File: src/rtl/video_timing_gen_if.sv
// Raster timing bus between the timing generator and its consumers.
//
// Signals:
//   i_en           pixel-clock enable, supplied to the generator
//   o_x, o_y       current raster coordinate (16-bit unsigned)
//   o_h_sync       horizontal sync at the configured polarity
//   o_v_sync       vertical sync at the configured polarity
//   o_de           data enable, high inside the visible window
//   o_line_start   high while o_x == 0
//   o_frame_start  high while o_x == 0 and o_y == 0
//
// master: the timing generator (drives coordinates and flags)
// slave : a consumer (drives the enable, observes the timing)
interface video_timing_gen_if;
    logic        i_en;
    logic [15:0] o_x;
    logic [15:0] o_y;
    logic        o_h_sync;
    logic        o_v_sync;
    logic        o_de;
    logic        o_line_start;
    logic        o_frame_start;

    modport master (
        input  i_en,
        output o_x, o_y, o_h_sync, o_v_sync, o_de, o_line_start, o_frame_start
    );

    modport slave (
        output i_en,
        input  o_x, o_y, o_h_sync, o_v_sync, o_de, o_line_start, o_frame_start
    );
endinterface

File: src/rtl/video_timing_gen.sv
// Raster timing generator feeding the gfx compositor and the video encoder.
//
// Ports:
//   i_clk    system clock, all state on the rising edge
//   i_rst_n  asynchronous active-low reset
//   bus      video_timing_gen_if.master: i_en in; o_x, o_y, o_h_sync,
//            o_v_sync, o_de, o_line_start, o_frame_start out
//
// Every output is a register loaded from the decode of the *next* counter
// values, so flags always line up with the coordinate shown in the same
// cycle and no output has a combinational path from i_en.
// H_TOTAL and V_TOTAL must each be at most 65536.
module video_timing_gen #(
    parameter int   H_ACTIVE   = 640,
    parameter int   H_FP       = 16,
    parameter int   H_SYNC     = 96,
    parameter int   H_BP       = 48,
    parameter int   V_ACTIVE   = 480,
    parameter int   V_FP       = 10,
    parameter int   V_SYNC     = 2,
    parameter int   V_BP       = 33,
    parameter logic H_SYNC_POL = 1'b0,
    parameter logic V_SYNC_POL = 1'b0
) (
    input  logic                i_clk,
    input  logic                i_rst_n,
    video_timing_gen_if.master  bus
);

    localparam int H_TOTAL = H_ACTIVE + H_FP + H_SYNC + H_BP;
    localparam int V_TOTAL = V_ACTIVE + V_FP + V_SYNC + V_BP;

    // 17-bit thresholds so a total of exactly 65536 still compares correctly
    localparam logic [16:0] H_LAST     = 17'(H_TOTAL - 1);
    localparam logic [16:0] V_LAST     = 17'(V_TOTAL - 1);
    localparam logic [16:0] H_ACT_END  = 17'(H_ACTIVE);
    localparam logic [16:0] V_ACT_END  = 17'(V_ACTIVE);
    localparam logic [16:0] HS_START   = 17'(H_ACTIVE + H_FP);
    localparam logic [16:0] HS_END     = 17'(H_ACTIVE + H_FP + H_SYNC);
    localparam logic [16:0] VS_START   = 17'(V_ACTIVE + V_FP);
    localparam logic [16:0] VS_END     = 17'(V_ACTIVE + V_FP + V_SYNC);

    // Half-open window test on a 16-bit counter value
    function automatic logic in_window(input logic [15:0] v,
                                       input logic [16:0] lo,
                                       input logic [16:0] hi);
        return ({1'b0, v} >= lo) && ({1'b0, v} < hi);
    endfunction

    logic [15:0] x_r;
    logic [15:0] y_r;
    logic        h_sync_r;
    logic        v_sync_r;
    logic        de_r;
    logic        line_start_r;
    logic        frame_start_r;

    logic [15:0] x_nxt_s;
    logic [15:0] y_nxt_s;

    // Next raster position: step x, wrap into the next line, wrap the frame
    always_comb begin
        x_nxt_s = 16'd0;
        y_nxt_s = y_r;
        if ({1'b0, x_r} < H_LAST) begin
            x_nxt_s = x_r + 16'd1;
        end else begin
            x_nxt_s = 16'd0;
            if ({1'b0, y_r} == V_LAST) begin
                y_nxt_s = 16'd0;
            end else begin
                y_nxt_s = y_r + 16'd1;
            end
        end
    end

    // Counters and flags, all decoded from the next position on enabled edges
    always_ff @(posedge i_clk or negedge i_rst_n) begin
        if (!i_rst_n) begin
            x_r           <= 16'd0;
            y_r           <= 16'd0;
            h_sync_r      <= ~H_SYNC_POL;
            v_sync_r      <= ~V_SYNC_POL;
            de_r          <= 1'b1;
            line_start_r  <= 1'b1;
            frame_start_r <= 1'b1;
        end else if (bus.i_en) begin
            x_r           <= x_nxt_s;
            y_r           <= y_nxt_s;
            h_sync_r      <= in_window(x_nxt_s, HS_START, HS_END) ? H_SYNC_POL : ~H_SYNC_POL;
            // Depends on y only, so it can only change where x wraps to 0
            v_sync_r      <= in_window(y_nxt_s, VS_START, VS_END) ? V_SYNC_POL : ~V_SYNC_POL;
            de_r          <= ({1'b0, x_nxt_s} < H_ACT_END) && ({1'b0, y_nxt_s} < V_ACT_END);
            line_start_r  <= (x_nxt_s == 16'd0);
            frame_start_r <= (x_nxt_s == 16'd0) && (y_nxt_s == 16'd0);
        end else begin
            x_r           <= x_r;
            y_r           <= y_r;
            h_sync_r      <= h_sync_r;
            v_sync_r      <= v_sync_r;
            de_r          <= de_r;
            line_start_r  <= line_start_r;
            frame_start_r <= frame_start_r;
        end
    end

    assign bus.o_x           = x_r;
    assign bus.o_y           = y_r;
    assign bus.o_h_sync      = h_sync_r;
    assign bus.o_v_sync      = v_sync_r;
    assign bus.o_de          = de_r;
    assign bus.o_line_start  = line_start_r;
    assign bus.o_frame_start = frame_start_r;

endmodule
File: src/flat_wrapper.sv
// flat-port wrapper written by rule: the top's interface ports become plain ports
module video_timing_gen_flat 
#(
    parameter int   H_ACTIVE   = 640,
    parameter int   H_FP       = 16,
    parameter int   H_SYNC     = 96,
    parameter int   H_BP       = 48,
    parameter int   V_ACTIVE   = 480,
    parameter int   V_FP       = 10,
    parameter int   V_SYNC     = 2,
    parameter int   V_BP       = 33,
    parameter logic H_SYNC_POL = 1'b0,
    parameter logic V_SYNC_POL = 1'b0
)
  (i_clk, i_rst_n, bus_i_en, bus_o_x, bus_o_y, bus_o_h_sync, bus_o_v_sync, bus_o_de, bus_o_line_start, bus_o_frame_start);
  video_timing_gen_if bus_i ();
  input  logic i_clk;
  input  logic i_rst_n;
  input wire logic [$bits(bus_i.i_en)-1:0] bus_i_en;
  output wire logic [$bits(bus_i.o_x)-1:0] bus_o_x;
  output wire logic [$bits(bus_i.o_y)-1:0] bus_o_y;
  output wire logic [$bits(bus_i.o_h_sync)-1:0] bus_o_h_sync;
  output wire logic [$bits(bus_i.o_v_sync)-1:0] bus_o_v_sync;
  output wire logic [$bits(bus_i.o_de)-1:0] bus_o_de;
  output wire logic [$bits(bus_i.o_line_start)-1:0] bus_o_line_start;
  output wire logic [$bits(bus_i.o_frame_start)-1:0] bus_o_frame_start;
  assign bus_i.i_en = bus_i_en;
  assign bus_o_x = bus_i.o_x;
  assign bus_o_y = bus_i.o_y;
  assign bus_o_h_sync = bus_i.o_h_sync;
  assign bus_o_v_sync = bus_i.o_v_sync;
  assign bus_o_de = bus_i.o_de;
  assign bus_o_line_start = bus_i.o_line_start;
  assign bus_o_frame_start = bus_i.o_frame_start;
  video_timing_gen #(.H_ACTIVE(H_ACTIVE), .H_FP(H_FP), .H_SYNC(H_SYNC), .H_BP(H_BP), .V_ACTIVE(V_ACTIVE), .V_FP(V_FP), .V_SYNC(V_SYNC), .V_BP(V_BP), .H_SYNC_POL(H_SYNC_POL), .V_SYNC_POL(V_SYNC_POL)) u_core (.i_clk(i_clk), .i_rst_n(i_rst_n), .bus(bus_i));
endmodule
File: config.mk
export PLATFORM = sky130hd
export DESIGN_NAME = video_timing_gen_flat
export DESIGN_NICKNAME = d
export VERILOG_FILES = /design/src/rtl/video_timing_gen_if.sv /design/src/rtl/video_timing_gen.sv /design/src/flat_wrapper.sv
export SDC_FILE = /design/constraint.sdc
export NUM_CORES = 1
export LEC_CHECK = 0
export ABC_AREA = 0
export BUFFER_PORTS_ARGS = -buffer_cell sky130_fd_sc_hd__buf_2
export CELL_PAD_IN_SITES_DETAIL_PLACEMENT = 0
export CELL_PAD_IN_SITES_GLOBAL_PLACEMENT = 1
export CORE_ASPECT_RATIO = 1.5
export CORE_UTILIZATION = 35
export DETAILED_ROUTE_END_ITERATION = 12
export MAX_ROUTING_LAYER = met4
export PLACE_DENSITY_LB_ADDON = 0.1
export RECOVER_POWER = 100
export SKIP_CTS_REPAIR_TIMING = 1
export SLEW_MARGIN = 25
export SYNTH_ARGS = -nofsm -noshare
export SYNTH_HDL_FRONTEND = slang
export SYNTH_SLANG_ARGS = --single-unit
File: constraint.sdc
create_clock -name i_clk -period 3.2 [get_ports i_clk]
set_input_delay 0.8 -clock i_clk [delete_from_list [all_inputs] [get_ports i_clk]]
set_output_delay 0.8 -clock i_clk [all_outputs]
set_load 0.005 [all_outputs]
## After elaboration in Yosys (flattened, before gate mapping)

Index checks and enable logic that the tools add are counted.

| cells by class | value |
|---|---|
| add/subtract/negate cells | 2 |
| order comparisons | 7 |
| equal/unequal tests | 1 |
| muxes and demuxes | 5 |
| reduce and logical (&&, ||, !) cells | 6 |

Operators with widths:

| cell | count |
|---|---|
| $lt A16 B10 Y1 const B | 3 |
| $mux W16 | 3 |
| $add A16 B1 Y16 const B | 2 |
| $logic_not A16 Y1 | 2 |
| $lt A16 B9 Y1 const B | 2 |
| $eq A16 B10 Y1 const B | 1 |
| $ge A16 B10 Y1 const B | 1 |
| $ge A16 B9 Y1 const B | 1 |
| $logic_and A1 B1 Y1 | 4 |
| $mux W1 | 2 |

| storage, ports and cells | value |
|---|---|
| flip-flop bits (word level) | 37 |
| input port bits | 3 |
| output and inout port bits | 37 |
| word-level logic and storage cells | 28 |

## Logic depth before layout (Yosys ltp)

Gate-level depths: netlist of the first run.

| logic depth | value |
|---|---|
| depth after elaboration | 6 |
| gate-level depth with buffers | 10 |
| mapped depth without buffers | 9 |

## Least setup slack after synthesis of the first run

Ideal clock, no wire load.

| path | value |
|---|---|
| path type | reg-to-reg |
| from | register u_core.x_r[0], in the netlist u_core.bus.o_x[0] |
| to | register u_core.frame_start_r, in the netlist u_core.bus.o_frame_start |
| library setup time | 0.089 ns |
| arrival time | 2.202 ns |
| required time | 3.111 ns |
| setup slack | 0.909 ns |
| cell stages (with the launch flop) | 10 |
| buffers on the path | 1 |
| clock period less this slack | 2.291 ns |
| cell sequence | dfrtp_1 ha_1 and4_1 buf_6 o211a_1 o211a_1 o21ai_2 nand4_2 or2_0 o32ai_2 |

| between the ends | value |
|---|---|
| longest elaborated chain between the ends | 4 |
| elaborated cells on any way between the ends | 7 |
| classes of those cells | add/sub: 1; order compare: 1; mux: 2; reduce/logical: 3 |

Ends and longest elaborated chain:

| what | line | text |
|---|---|---|
| start: declaration | video_timing_gen.sv:50 | `logic [15:0] x_r;` |
| start signal: assignment | video_timing_gen.sv:88 | `x_r <= x_nxt_s;` |
| start signal: assignment | video_timing_gen.sv:97 | `x_r <= x_r;` |
| $add A16 B1 Y16 or $lt A16 B10 Y1 (tied branches) | video_timing_gen.sv:66, video_timing_gen.sv:65 |  |
| $mux W16 | video_timing_gen.sv:65 | `if ({1'b0, x_r} < H_LAST) begin` |
| $logic_not A16 Y1 | video_timing_gen.sv:95 | `frame_start_r <= (x_nxt_s == 16'd0) && (y_nxt_s == 16'd0);` |
| $logic_and A1 B1 Y1 (*) | video_timing_gen.sv:95 |  |
| end signal: assignment | video_timing_gen.sv:95 |  |
| end signal: assignment | video_timing_gen.sv:103 | `frame_start_r <= frame_start_r;` |
| end: declaration | video_timing_gen.sv:56 | `logic frame_start_r;` |

Every way passes the cells marked *; elsewhere a longest branch is shown, timed or not.
A chain may end at the register's enable or synchronous reset.

## Worst setup path in the final report of the first run

Ends and elaborated chain as after synthesis.

==> results.json, run 1 <==
{
  "grtUsageTotal_pct": 19.3,
  "numCtsBuffers": 5,
  "clock_tree.htree_level_count": 2,
  "number_of_storage_elements_in_the_synthesis_netlist": 37,
  "setup_viol": 0,
  "route.detailed.vias_per_inst": 5.71,
  "cts_tree": "done",
  "synth_largest_type_area_fraction_pct": 33.0,
  "path_clk_slew_ps": 70,
  "die_x_um": 69.9,
  "io-pin-count": 40,
  "post_dr_wirelength_cell_um": 17.3,
  "synth-main-ff-cell": "dfrtp_1",
  "core_region_area_um2": 6580,
  "cp_data_arrival_time_ps": 3000,
  "critical_path.max_fanout": 13,
  "ant_nets": 0,
  "postSynthNetCount": 283,
  "route.vias.total": 2186,
  "grt_max_degree": 38,
  "rows": 36,
  "fmax_mhz": 356,
  "seq_power_share_pct": 50.5,
  "cellInternalPower_uw": 784,
  "finish.net_count": 312,
  "synth_edf_count": 0,
  "rsz0062_at_grt": "no",
  "worst_ep_required_time_ps": 3390,
  "initial_standard_cell_utilization_of_the_core_pct": 36.9,
  "finalCriticalPeriod_ps": 2810,
  "power_switching_uw": 375,
  "netlist_area_um2": 2420,
  "power.switching_fraction_pct": 32.4,
  "synth-seq-area-share_pct": 38.5,
  "dp.cells": 375,
  "place.gp.congestion": 0.852,
  "max_cap_violations": 1,
  "root_buffer": "clkbuf_8",
  "numPortBuffers": 39,
  "antenna_found_initial": 0,
  "vdd_drop_max_v": 0.000161,
  "power-per-cell-area_nw_per_um2": 433,
  "run_status": "finished with violations",
  "number_of_global_route_vias_before_repair": 1999,
  "clock-sinks": 37,
  "max-slew-margin-rel_pct": -38.0,
  "clock_skew_ps": 6.71,
  "cp-end-kind": "flop",
  "fp.dieArea_um2": 7270,
  "dr.first_iter.drc_count": 163,
  "tightest_slew_ps": 2070,
  "synthToLayoutAreaGrowth_pct": 10.3,
  "synth_area_leaders": "dfrtp_1, dfstp_2, xnor2_1",
  "die_h_um": 104,
  "hold_viol_final": 0,
  "min-delay-path-class": "flop to flop",
  "remaining_drc_errors": 0,
  "min_period_over_period_pct": 87.8,
  "power.share.clock_pct": 29.4,
  "n_antenna_cell": 0,
  "slew_viol_final": 38,
  "detailed_place_hpwl_mm": 4.81,
  "firstDrtPassIters": 4,
  "yosys_warnings": 0,
  "synth.avg_cell_area_um2": 8.75,
  "setup_total_negative_slack_ps": 0,
  "netlist.top_cell.by_area": "dfrtp_1",
  "global_route_wire_length_before_repair_mm": 10.7,
  "power.share.combinational_pct": 20.0,
  "clock_tree.buffer_depth": 2,
  "syn-instance-count": 277,
  "drt_wl_total_mm": 6.63,
  "static-leakage-power_uw": 0.00111,
  "layout-drive-gt1-share_pct": 16.3,
  "instances_no_fill": 383,
  "async_reset_ff_share_pct": 100,
  "crit_path_start_kind": "flop",
  "violations": "capacitance limit, slew limit",
  "global_route.overflow_total": 0,
  "synth_cell_type_count": 60,
  "critPathKind": "flop to flop",
  "clock_latency_ps": 290
}
through the flow:
stage	util, %	power (uW)	setup WS, ps	hold WS (ps)	cell area (um^2)
2_1_floorplan	-	738	909	458	2420
3_3_place_gp	40.3	846	591	459	2650
3_5_place_dp	40.3	842	500	467	2650
4_1_cts	41.6	1190	493	478	2740
5_1_grt	40.7	1230	156	518	2670
6_report	40.7	1160	392	483	2670
path summary, 6_finish.rpt:
check	start	end	slack, ps	depth (start not counted)
hold / removal	u_core.bus.o_line_start	u_core.bus.o_line_start	480	2
setup reg to reg	u_core.bus.o_x[0]	u_core.bus.o_frame_start	390	8
setup / recovery	u_core.bus.o_x[0]	u_core.bus.o_frame_start	390	8
max in group asynchronous	i_rst_n	u_core.bus.o_y[7]	910	1
min in group asynchronous	i_rst_n	u_core.bus.o_y[0]	1100	1
hold reg to reg	u_core.bus.o_line_start	u_core.bus.o_line_start	480	2
logic make-up after synthesis:
family                     synth area share [%]
and+or+nand+nor                            25.5
DFF                                        38.5
buffers and inverters                      5.68
adders and majority gates                  1.55
xor gates and xnor gates                   5.78
AOI/OAI and AO/OA                          20.3
muxes                                      2.68
metal layers:
layer | global-route usage, % | vias to the layer above | wire, um
met4 | 7.43 | 0 | 168
li1 | - | 1057 | -
met1 | 23.1 | 1078 | 2850
met2 | 32.6 | 41 | 3460
met3 | 2.52 | 10 | 154
met5 | - | - | 0
state kept, by name (all words and copies together), names as in the netlist:
register,count
u_core.bus.o_y,16
u_core.bus.o_h_sync,1
u_core.bus.o_de,1
u_core.bus.o_frame_start,1
u_core.bus.o_v_sync,1
u_core.bus.o_x,16
u_core.bus.o_line_start,1
Yosys cell counts (2+ instances only):
cell type and instances:
o21ai_0 20, inv_1 7, nand3_1 15, clkbuf_1 9, o32a_1 2, ha_1 3
mux2_2 3, xnor2_1 15, and3_1 7, a41oi_1 3, nand2_1 24, nand4_1 12
o22ai_1 3, nor3_1 7, nor2b_1 9, o31ai_1 5, and4_1 3, and4b_1 2
dfstp_2 5, o211a_1 2, a21oi_1 7, mux2i_1 2, o2111ai_1 2, dfrtp_1 32
a211oi_1 2, buf_2 11, nor4_1 2, nor2_1 31
final cells by class:
cell class | instances | area [um^2]
Clock buffer | 8 | 90.1
Fill cell | 710 | 3900
Inverter | 7 | 26.3
Multi-Input combinational cell | 210 | 1320
Sequential cell | 37 | 932
Tap cell | 76 | 95.1
Timing Repair Buffer | 45 | 208
layout by cell type (no fill, tap or decap), types with 3 or more instances in the layout:
master and instances:
dfrtp_1 32, nor2_1 31, buf_2 31, nand2_1 24, o21ai_0 22, clkbuf_1 16, nand3_1 15, xnor2_1 15
nand4_1 13, nor2b_1 9, inv_1 7, and3_1 7, nor3_1 7, a21oi_1 7, clkbuf_8 6, o31ai_1 5
and4_1 3, o22ai_1 3, a41oi_1 3, mux2_2 3, ha_1 3, dfstp_2 3
power by group through the flow:
stage          sequential (uW)  clock (uW)  combinational, uW
2_1_floorplan              558           0                180
3_3_place_gp               597           0                249
3_5_place_dp               597           0                245
4_1_cts                    588         358                246
5_1_grt                    595         376                257
6_report                   585         341                232
worst max-delay path: stages, from the launching register on:
cell and delay, ps:
dfrtp_1 440, ha_1 280, and4_1 320, o211ai_4 290, nand2_1 330, a22oi_1 310, nand4_1 210, or2_0 250
o32ai_1 280
No activity file was read; power rests on OpenSTA's default activity.
==> inputs of run 2 (changes only) <==
==> constraint.sdc (replaced) <==
create_clock -name i_clk -period 3.6 [get_ports i_clk]
set_input_delay 0.9 -clock i_clk [delete_from_list [all_inputs] [get_ports i_clk]]
set_output_delay 0.9 -clock i_clk [all_outputs]
set_load 0.005 [all_outputs]
==> results.json, run 2 (synthesized netlist as in run 1, its figures left out) <==
{
  "critical-path-top-delay-family": "compound AO/OA/AOI/OAI gates",
  "multiInputGateArea_um2": 1300,
  "violations": "capacitance limit, slew limit",
  "rows": 36,
  "finish.net_count": 309,
  "clock-sinks": 37,
  "max-slew-margin-rel_pct": -38.8,
  "global_route.overflow_total": 0,
  "power-per-cell-area_nw_per_um2": 387,
  "place.gp.congestion": 0.833,
  "min_period_over_period_pct": 82.5,
  "ff_latch_area_um2": 932,
  "setup_total_negative_slack_ps": 0,
  "final.fill_count": 723,
  "io-pin-count": 40,
  "numCtsBuffers": 5,
  "worst_ep_required_time_ps": 3790,
  "r2r-start": "u_core.bus.o_x[1]",
  "n_antenna_cell": 0,
  "antenna_found_initial": 0,
  "run_status": "finished with violations",
  "finish.instance_area_um2": 2630,
  "initial_standard_cell_utilization_of_the_core_pct": 36.9,
  "core_region_area_um2": 6580,
  "route.vias.total": 2153,
  "global_route_wire_length_before_repair_mm": 10.6,
  "levels_on_crit_path": 8,
  "fmax_mhz": 337,
  "cp_data_arrival_time_ps": 3160,
  "dr.first_iter.drc_count": 87,
  "remaining_drc_errors": 0,
  "leading_cell_types_in_the_layout_fill_and_taps_excluded": "dfrtp_1, nor2_1, buf_2",
  "drt_wl_total_mm": 6.57,
  "root_buffer": "clkbuf_8",
  "number_of_global_route_vias_before_repair": 2077,
  "tightest_slew_ps": 2080,
  "max_cap_violations": 1,
  "die_x_um": 69.9,
  "grtUsageTotal_pct": 18.9,
  "setup_viol": 0,
  "finalCriticalPeriod_ps": 2970,
  "cpMaxStageDelayCell": "a21oi_1",
  "post_dr_wirelength_cell_um": 17.3,
  "endpoint_of_the_worst_slack_reg_to_reg_timing_path": "u_core.bus.o_frame_start",
  "path_clk_slew_ps": 70,
  "route.detailed.vias_per_inst": 5.67,
  "crit_path_max_incr_delay_ps": 570,
  "static-leakage-power_uw": 0.00109,
  "ant_nets": 0,
  "gr-usage-met1_pct": 20.1,
  "layout-drive-gt1-share_pct": 14.5,
  "grt_max_degree": 38,
  "critPathKind": "flop to flop",
  "detailed_place_hpwl_mm": 4.76,
  "fp.dieArea_um2": 7270,
  "global_route.usage.met2_pct": 34.9,
  "synthToLayoutAreaGrowth_pct": 8.67,
  "firstDrtPassIters": 4,
  "clock_skew_ps": 5.57,
  "rsz0062_at_grt": "no",
  "clock_latency_ps": 280,
  "clock_tree.buffer_depth": 2,
  "crit_path_start_kind": "flop",
  "grt.met3_usage_pct": 2.42,
  "layout.cells.most_common": "dfrtp_1",
  "hold_path_origin": "u_core.bus.o_line_start",
  "hold_viol_final": 0,
  "critical_path.max_fanout": 7,
  "clock_tree.htree_level_count": 2,
  "vdd_drop_max_v": 0.000121,
  "die_h_um": 104,
  "regToRegSetupSlack_ps": 630,
  "path_buf_inv": 0,
  "timing.critical_path.cells": "ha_1 -> and4_1 -> o211ai_1 -> a21oi_1 -> a32o_1 -> nand4_1 -> or2_0 -> o32ai_1",
  "min-delay-path-class": "flop to flop",
  "place_area_um2": 2630,
  "busiest_layer": "met2",
  "numPortBuffers": 39,
  "hold_path_depth": 2,
  "cts_tree": "done",
  "cp-end-kind": "flop",
  "slew_viol_final": 38,
  "ff2ff_path_depth": 8,
  "worstHoldEndpoint": "u_core.bus.o_line_start"
}
run 2: cell count changes in the layout (fill, tap and decap cells not counted):
cell,delta
a21oi_1,+1
o211ai_1,+1
o211ai_4,-1
dfstp_2,-1
a21oi_4,-1
buf_2,-3
dfstp_1,+1
run 2: through the flow:
stage / util, % / power (uW) / setup WS (ps) / hold slack, ps / instances
after detailed placement: 39.9 / 742 / 905 / 497 / 372
after global routing: 40.0 / 1080 / 373 / 529 / 380
after CTS: 41.3 / 1050 / 873 / 515 / 380
after floorplan: - / 656 / 1310 / 458 / 277
final: 40.0 / 1020 / 631 / 507 / 380
after global placement: 39.9 / 744 / 988 / 460 / 372
run 2: layer usage:
metal | share of wire [%] | up-vias | wire [um]
met4 | 1.8 | 0 | 118
met2 | 55 | 40 | 3630
met5 | 0 | - | 0
met3 | 3.4 | 8 | 225
met1 | 40 | 1046 | 2600
li1 | - | 1059 | -
run 2: how the worst max path moves through the flow:
stage,startpoint,to
floorplan,u_core.bus.o_x[0],u_core.bus.o_frame_start
global placement,u_core.bus.o_x[1],u_core.bus.o_frame_start
detailed placement,u_core.bus.o_x[1],u_core.bus.o_frame_start
CTS,u_core.bus.o_x[1],u_core.bus.o_frame_start
global route,u_core.bus.o_x[1],u_core.bus.o_frame_start
finish,u_core.bus.o_x[1],u_core.bus.o_frame_start
run 2: worst register-to-register path, cell delays in order, from the launching register on:
cell and delay, ps:
dfrtp_1 440, ha_1 290, and4_1 360, o211ai_1 220
a21oi_1 570, a32o_1 280, nand4_1 180, or2_0 260
o32ai_1 280
run 2: layout make-up:
cell class | instances | area share (%)
multi-input cells | 210 | 49.3
flip-flops and latches | 37 | 35.4
repair buffers | 42 | 7.32
well taps | 76 | 3.61
clock buffers | 8 | 3.42
inverters | 7 | 0.998
run 2: power breakdown:
| part | internal (uW) | leakage [uW] | switching [uW] | total, uW |
|---|---|---|---|---|
| clock | 156 | 0.0000455 | 143 | 300 |
| combinational | 88.8 | 0.000577 | 102 | 191 |
| sequential | 449 | 0.000467 | 81.0 | 530 |
